`config.mk`:
```
export PLATFORM = sky130hd
export DESIGN_NAME = instr_fetch_unit
export DESIGN_NICKNAME = d
export VERILOG_FILES = /design/src/rtl/instr_fetch_unit.sv
export SDC_FILE = /design/constraint.sdc
export NUM_CORES = 1
export LEC_CHECK = 0
export ABC_AREA = 1
export ABC_CLOCK_PERIOD_IN_PS = 5200
export CAP_MARGIN = 20
export CORE_MARGIN = 1.5
export CORE_UTILIZATION = 40
export CTS_BUF_LIST = sky130_fd_sc_hd__clkbuf_4 sky130_fd_sc_hd__clkbuf_8 sky130_fd_sc_hd__clkbuf_16
export DETAILED_ROUTE_END_ITERATION = 7
export GPL_TIMING_DRIVEN = 0
export PLACE_DENSITY_LB_ADDON = 0.08
export REMOVE_ABC_BUFFERS = 1
export SLEW_MARGIN = 5
export SYNTH_ARGS = -nofsm -noshare
export SYNTH_HDL_FRONTEND = slang
export SYNTH_SLANG_ARGS = --single-unit
```
`constraint.sdc`:
```
create_clock -name clk -period 5.2 [get_ports clk]
set_input_delay 1.04 -clock clk [delete_from_list [all_inputs] [get_ports clk]]
set_output_delay 1.04 -clock clk [all_outputs]
set_load 0.02 [all_outputs]
```
`src/rtl/instr_fetch_unit.sv`:
```
// ---------------------------------------------------------------------------
// instr_fetch_unit
//
// Purpose:
//   Single-issue instruction fetch stage. It walks the program counter, issues
//   one instruction-memory read at a time, and registers the returned word. It
//   presents that word to the decode/control stage with a valid/ready
//   handshake. It also handles control-flow redirects and halt/resume requests.
//
// Ports:
//   clk          sole clock, rising edge
//   rst          asynchronous active-high reset
//   imem_req     one-cycle fetch request pulse
//   imem_addr    word address of the request (pc[ADDR_W+1:2])
//   imem_rvalid  read data valid (1..N cycles after imem_req)
//   imem_rdata   instruction word, sampled only with imem_rvalid
//   out_valid    an instruction is being presented
//   out_ready    downstream accepts the presented instruction
//   instr        registered instruction word
//   pc_out       address of the presented instruction
//   op_code      instr[6:2]
//   funct3       instr[14:12]
//   funct7       instr[31:25]
//   redirect     taken branch / jal / jalr: load redirect_pc
//   redirect_pc  redirect target, bits [1:0] ignored
//   halt         stop request pulse
//   resume       leave the halted state
//   halted       high only while halted
//   instr_count  number of completed out handshakes (wraps)
// ---------------------------------------------------------------------------
module instr_fetch_unit #(
    parameter logic [31:0] RESET_PC = 32'h0000_0000,
    parameter int unsigned ADDR_W   = 10
) (
    input  logic              clk,
    input  logic              rst,
    output logic              imem_req,
    output logic [ADDR_W-1:0] imem_addr,
    input  logic              imem_rvalid,
    input  logic [31:0]       imem_rdata,
    output logic              out_valid,
    input  logic              out_ready,
    output logic [31:0]       instr,
    output logic [31:0]       pc_out,
    output logic [4:0]        op_code,
    output logic [2:0]        funct3,
    output logic [6:0]        funct7,
    input  logic              redirect,
    input  logic [31:0]       redirect_pc,
    input  logic              halt,
    input  logic              resume,
    output logic              halted,
    output logic [31:0]       instr_count
);

    localparam logic [31:0] WORD_MASK = 32'hFFFF_FFFC;
    localparam logic [31:0] PC_INIT   = RESET_PC & WORD_MASK;
    localparam logic [31:0] NOP_INSTR = 32'h0000_0013;

    typedef enum logic [1:0] {
        S_FETCH   = 2'd0,
        S_WAIT    = 2'd1,
        S_PRESENT = 2'd2,
        S_HALTED  = 2'd3
    } state_t;

    state_t      state_q;
    logic [31:0] pc_q;
    logic [31:0] pc_out_q;
    logic [31:0] instr_q;
    logic        out_valid_q;
    logic        halted_q;
    logic [31:0] count_q;
    logic        discard_q;
    logic        halt_pending_q;

    logic [31:0] target_pc_d;
    logic [31:0] pc_plus4_d;
    logic        handshake_d;

    assign target_pc_d = redirect_pc & WORD_MASK;
    assign pc_plus4_d  = pc_q + 32'd4;
    assign handshake_d = out_valid_q & out_ready;

    // The request is issued in the FETCH cycle itself so a 1-cycle memory
    // gives 3-cycle throughput. A halt or redirect arriving in that same
    // cycle suppresses it: the FSM leaves FETCH without entering WAIT, and a
    // request issued then would still be outstanding when the next fetch is
    // made. Masking with rst keeps the request low while reset is held.
    assign imem_req  = (state_q == S_FETCH) && !rst && !halt && !redirect;
    assign imem_addr = pc_q[ADDR_W+1:2];

    assign out_valid   = out_valid_q;
    assign instr       = instr_q;
    assign pc_out      = pc_out_q;
    assign halted      = halted_q;
    assign instr_count = count_q;
    assign op_code     = instr_q[6:2];
    assign funct3      = instr_q[14:12];
    assign funct7      = instr_q[31:25];

    // Fetch FSM with all registered outputs. A redirect loads the pc in every
    // state, including HALTED and alongside a halt. Without a redirect, only a
    // PRESENT handshake advances the pc. A halt or redirect seen while a read
    // is in flight cannot cancel it. Instead the discard flag drops the
    // returning word. halt_pending_q records whether that drop ends in HALTED
    // or in a fresh FETCH.
    always_ff @(posedge clk or posedge rst) begin
        if (rst) begin
            state_q        <= S_FETCH;
            pc_q           <= PC_INIT;
            pc_out_q       <= 32'h0000_0000;
            instr_q        <= NOP_INSTR;
            out_valid_q    <= 1'b0;
            halted_q       <= 1'b0;
            count_q        <= 32'h0000_0000;
            discard_q      <= 1'b0;
            halt_pending_q <= 1'b0;
        end else begin
            if (redirect) begin
                pc_q <= target_pc_d;
            end else if ((state_q == S_PRESENT) && handshake_d) begin
                pc_q <= pc_plus4_d;
            end

            case (state_q)
                S_FETCH: begin
                    if (halt) begin
                        state_q  <= S_HALTED;
                        halted_q <= 1'b1;
                    end else if (redirect) begin
                        state_q <= S_FETCH;
                    end else begin
                        state_q <= S_WAIT;
                    end
                end

                S_WAIT: begin
                    if (imem_rvalid) begin
                        if (discard_q || halt || redirect) begin
                            discard_q      <= 1'b0;
                            halt_pending_q <= 1'b0;
                            if (halt_pending_q || halt) begin
                                state_q  <= S_HALTED;
                                halted_q <= 1'b1;
                            end else begin
                                state_q <= S_FETCH;
                            end
                        end else begin
                            instr_q     <= imem_rdata;
                            pc_out_q    <= pc_q;
                            out_valid_q <= 1'b1;
                            state_q     <= S_PRESENT;
                        end
                    end else begin
                        if (halt || redirect) begin
                            discard_q <= 1'b1;
                        end
                        if (halt) begin
                            halt_pending_q <= 1'b1;
                        end
                    end
                end

                S_PRESENT: begin
                    if (handshake_d) begin
                        count_q <= count_q + 32'd1;
                    end
                    if (halt) begin
                        out_valid_q <= 1'b0;
                        halted_q    <= 1'b1;
                        state_q     <= S_HALTED;
                    end else if (redirect || handshake_d) begin
                        out_valid_q <= 1'b0;
                        state_q     <= S_FETCH;
                    end
                end

                S_HALTED: begin
                    if (resume && !halt) begin
                        halted_q <= 1'b0;
                        state_q  <= S_FETCH;
                    end
                end

                default: begin
                    state_q <= S_FETCH;
                end
            endcase
        end
    end

endmodule

```
# Word-level counts from Yosys, hierarchy flattened
# Cells that the tools add are included.
[totals]
ff_bits = 134
latch_bits = 0
ramBits = 0
mem_bits_ro = 0
elab_cells = 76
memories = 0
[classes]
n_addsub = 2
mul = 0
div = 0
order_cmp = 0
eq_ne = 11
shift = 0
n_mux = 26
bitwise_logic = 2
n_reduce_logical = 26
[op_table]
columns = ["cell", "count"]
rows = [
  ["$mux 32", 2],
  ["$add 32x1->32 const B", 1],
  ["$add 32x3->32 const B", 1],
  ["$mux 1", 14],
  ["$mux 2", 7],
  ["$reduce_and 3->1", 4],
  ["$ne 2x2->1 const B", 5],
  ["$pmux 2 s4", 1],
  ["$reduce_bool 2->1", 4],
  ["$logic_and 1x1->1", 5],
  ["$logic_or 1x1->1", 5],
  ["$reduce_and 5->1", 1],
  ["$eq 2x2->1 const B", 2],
  ["$ne 2x1->1 const B", 2],
  ["$reduce_and 4->1", 1],
  ["$logic_not 1->1", 3],
  ["$ne 3x2->1 const B", 1],
  ["$pmux 1 s3", 1],
  ["$eq 2x1->1 const B", 1],
  ["$logic_not 2->1", 1],
  ["$pmux 1 s2", 1],
  ["$reduce_and 2->1", 1],
  ["$reduce_or 2->1", 1],
  ["$and 1x1->1", 1],
  ["$not 1->1", 1],
]

# Depth between registers and ports, before layout
[depth]
word_depth = 5
mapped_depth = 10
mapped_depth_nobuf = 10

# Least setup slack after synthesis
# No wires, ideal clock.
[synth_timing]
path_type = "input to output"
startpoint = "in redirect"
endpoint = "out imem_req"
arrival_ns = 1.671
t_required_ns = 4.160
setup_slack_ns = 2.489
path_stages = 4
path_cell_list = "buf_2 nor2_1 nand2_1 nor2_1"
[synth_between]
elab_chain_len = 2
[synth_lines]
columns = ["item", "line_no", "text"]
rows = [
  ["from (decl)", "48", "input logic redirect,"],
  ["$logic_not 1->1", "90", "assign imem_req = (state_q == S_FETCH) && !rst && !halt && !redirect;"],
  ["$logic_and 1x1->1", "90", ""],
  ["to (decl)", "37", "output logic imem_req,"],
]
# No other way between the ends.

# Worst setup path in the final report
# Ends and elaborated chain as after synthesis.

==> run_results.csv <==
group,metric,value,unit
status,status,"finished, final reports clean",
finish,nets,1176,
routing,wl_per_cell,13.9,um
worst_setup_path,crit_required,4.16,ns
worst_setup_path,worstPathBufferInverterCount,2,
clocking,cts_setup_buffers,0,
finish,instances_no_fill,1336,
placed_design,post-place-ws,0.787,ns
floorplan,dieArea,18000,um^2
floorplan,start_util,0.413,
global_routing,antenna_found_initial,0,
logic_synthesis,synth_top_area_frac,0.461,
worst_setup_path,path_cells,"clkdlybuf4s50_1, nor2_1, nand2_1, nor2_1, clkdlybuf4s50_1",
power,p_per_area,466,nW/um^2
routing,firstDrtPassIters,4,
logic_synthesis,synth_edf_count,0,
timing,worstMarginPinSlew,0.890,ns
logic_synthesis,synth_compound_area_frac,0.0554,
logic_synthesis,yosysMostFrequentCell,"nand2_1",
floorplan,dieHeight,134,um
finish,drive_above_1_share,0.0466,
logic_synthesis,netlist-cell-type-count,30,
timing,skew,0.00928,ns
logic_synthesis,avgSynthCellArea,7.31,um^2
logic_synthesis,yosysTopAreaCell,"dfrtp_1",
clocking,root_buffer,"clkbuf_16",
floorplan,core_area,16700,um^2
min_path,min_from,"instr[1]$_DFFE_PP1P_",
worst_setup_path,rr_worst_depth,7,
power,ir_drop,0.000260,V
worst_setup_path,cp_max_fo,11,
routing,drt_iter0_markers,285,
clocking,hold_buffers,0,
global_routing,grt_usage,0.214,
routing,wl,18600,um
timing,setup_viol,0,
min_path,hold_path_class,"flop to flop",
timing,clock.fmax,0.258,GHz
floorplan,io_pins,195,
clocking,clkSlewWorstSetupHoldPaths,0.05,ns
worst_setup_path,r2r_start,"state_q[1]$_DFFE_PP0P_",
logic_synthesis,synthMuxAreaShare,0,
routing,vias,6352,
timing,drv_slew,0,
global_routing,grt_max_degree,73,
finish,area_growth,38.9,%
clocking,clk_path_buf_depth,2,
logic_synthesis,ys_warn_count,0,
global_routing,grt-ovfl-total,0,
flow_run,drv_cap,0,
routing,drc,0,
logic_synthesis,async_flop_share,1.00,
power,power.leakage,0.00450,uW
logic_synthesis,synth_area,6890,um^2
worst_setup_path,critPathMaxStageDelay,0.66,ns
clocking,cts_tree,"done",
logic_synthesis,synthTopCellsByCount,"365 x nand2_1, 127 x dfrtp_1, 96 x nor2_1",
floorplan,row_count,47,
clocking,cts_htree_levels,4,
clocking,clkSinkCount,130,
worst_setup_path,critical-path-slowest-cell,"clkdlybuf4s50_1",
worst_setup_path,setup.worst_path.end_class,"output port",
worst_setup_path,path_class,"primary input to output port",
worst_setup_path,arrival,2.83,ns
logic_synthesis,yosysSeqAreaShare,0.472,
min_path,hold_depth,2,
timing,period_needed,3.87,ns
timing,finalWorstSetupSlack,1.33,ns
global_routing,grt_first_pass_wirelength,30600,um
clocking,cts_made_buffers,17,
timing,slew_headroom,0.405,
global_routing,grt_pass1_vias,6046,
logic_synthesis,yosys-top-cells-area,"dfrtp_1 46%, nand2_1 20%, nand3_1 5.5%, nor2_1 5.2%, inv_1 5.1%",
placed_design,gp_congestion,0.882,
logic_synthesis,postSynthCellCount,943,
timing,hold_viol,0,
logic_synthesis,ys_seq_elements,130,
placed_design,dp.cells,1303,
finish,antenna_cells,0,
placed_design,io_buffers,190,
worst_setup_path,crit_family,"buffers and inverters",
routing,via_per_inst,4.75,
clocking,clock_latency,0.42,ns
logic_synthesis,synth_xor_area_frac,0.0368,
logic_synthesis,synth_fa_ha_area_frac,0.00363,
worst_setup_path,cp-startpoint,"redirect",
floorplan,die_w,134,um
logic_synthesis,synth-simple-area-share,0.333,
logic_synthesis,synth_flop_cell,"dfrtp_1",
timing,holdWs,0.463,ns
clocking,post_cts_resized,0,
timing,grt_setup_unrepaired,"false",
worst_setup_path,crit_cells,5,
timing,post-route-period-util,0.745,
worst_setup_path,start_kind,"primary input",
routing,ant_nets,0,
placed_design,dp_hpwl,13200,um
logic_synthesis,synth_top_family_by_area,"simple AND/OR/NAND/NOR gates",
[per-layer routing]
metal | part of all wire | GRT usage | wire length [um]
met1 | 0.46 | 0.283 | 8590
met2 | 0.47 | 0.354 | 8790
met3 | 0.050 | 0.0401 | 925
met4 | 0.016 | 0.0681 | 297
met5 | 0 | 0 | 0
[placed cells by master (no fill, tap or decap), types with 3 or more instances in the layout]
| cell type | Yosys | routed |
|---|---|---|
| clkbuf_16 | 0 | 17 |
| nand3_1 | 76 | 76 |
| o21ai_0 | 57 | 57 |
| and2_1 | 4 | 4 |
| dfrtp_1 | 127 | 127 |
| clkdlybuf4s50_1 | 0 | 190 |
| clkbuf_8 | 0 | 4 |
| xor2_1 | 20 | 20 |
| xnor2_1 | 9 | 9 |
| clkinv_4 | 0 | 3 |
| bufinv_16 | 0 | 6 |
| inv_1 | 93 | 92 |
| dfstp_2 | 3 | 3 |
| nand4_1 | 9 | 9 |
| nand2_1 | 365 | 364 |
| a21oi_1 | 7 | 7 |
| nor2_1 | 96 | 95 |
| buf_16 | 0 | 3 |
| nor2_2 | 4 | 4 |
[kinds of logic (layout without fill, tap and decap cells)]
family / Yosys count / count (layout)
and+or+nand+nor: 560 / 560
buffers and inverters: 149 / 321
DFF: 130 / 130
AOI/OAI and AO/OA: 72 / 72
xor gates and xnor gates: 29 / 29
adders and majority gates: 2 / 2
other: 1 / 2
[final timing paths]
path | to | slack [ns]
worst max-delay path | imem_req | 1.33
max in group asynchronous | pc_q[26]$_DFFE_PP0P_ | 3.31
worst max register to register | pc_out[28]$_DFFE_PP0P_ | 2.76
min in group asynchronous | instr[3]$_DFFE_PP0P_ | 1.09
worst min register to register | instr[1]$_DFFE_PP1P_ | 0.46
worst min-delay path | instr[1]$_DFFE_PP1P_ | 0.46
[layout make-up]
cell class | count | area (um^2)
flip-flops and latches | 130 | 3260
clock inverters | 11 | 223
fillers | 1597 | 7130
multi-input cells | 665 | 2980
clock buffers | 21 | 480
well taps | 220 | 275
repair buffers | 194 | 2000
inverters | 95 | 362
[worst reg2reg max path, delay by kind of cell, from the launching register on]
| family | cells | cell delay (ns) |
|---|---|---|
| AO/OA/AOI/OAI | 1 | 0.08 |
| buffers and inverters | 2 | 0.43 |
| AND/OR/NAND/NOR | 4 | 1.34 |
| flip-flops | 1 | 0.46 |
[metrics by stage]
stage	total power (uW)	util	setup TNS, ns	cell area [um^2]
2_1_floorplan	2250	-	0	6580
3_3_place_gp	3040	0.524	-304.24	8750
3_5_place_dp	3080	0.530	0	8850
4_1_cts	4500	0.572	0	9560
5_1_grt	4690	0.573	0	9570
6_report	4460	0.573	0	9570
[flip-flops by register name (all words and copies together), names as in the netlist, 2 cells and up]
register,count
state_q,2
pc_q,30
instr,32
instr_count,32
pc_out,30
[where the power goes]
group / switching [uW] / internal (uW)
registers: 194 / 1300
logic: 839 / 715
clock network: 462 / 955
Power figures use the tool's default switching activity.
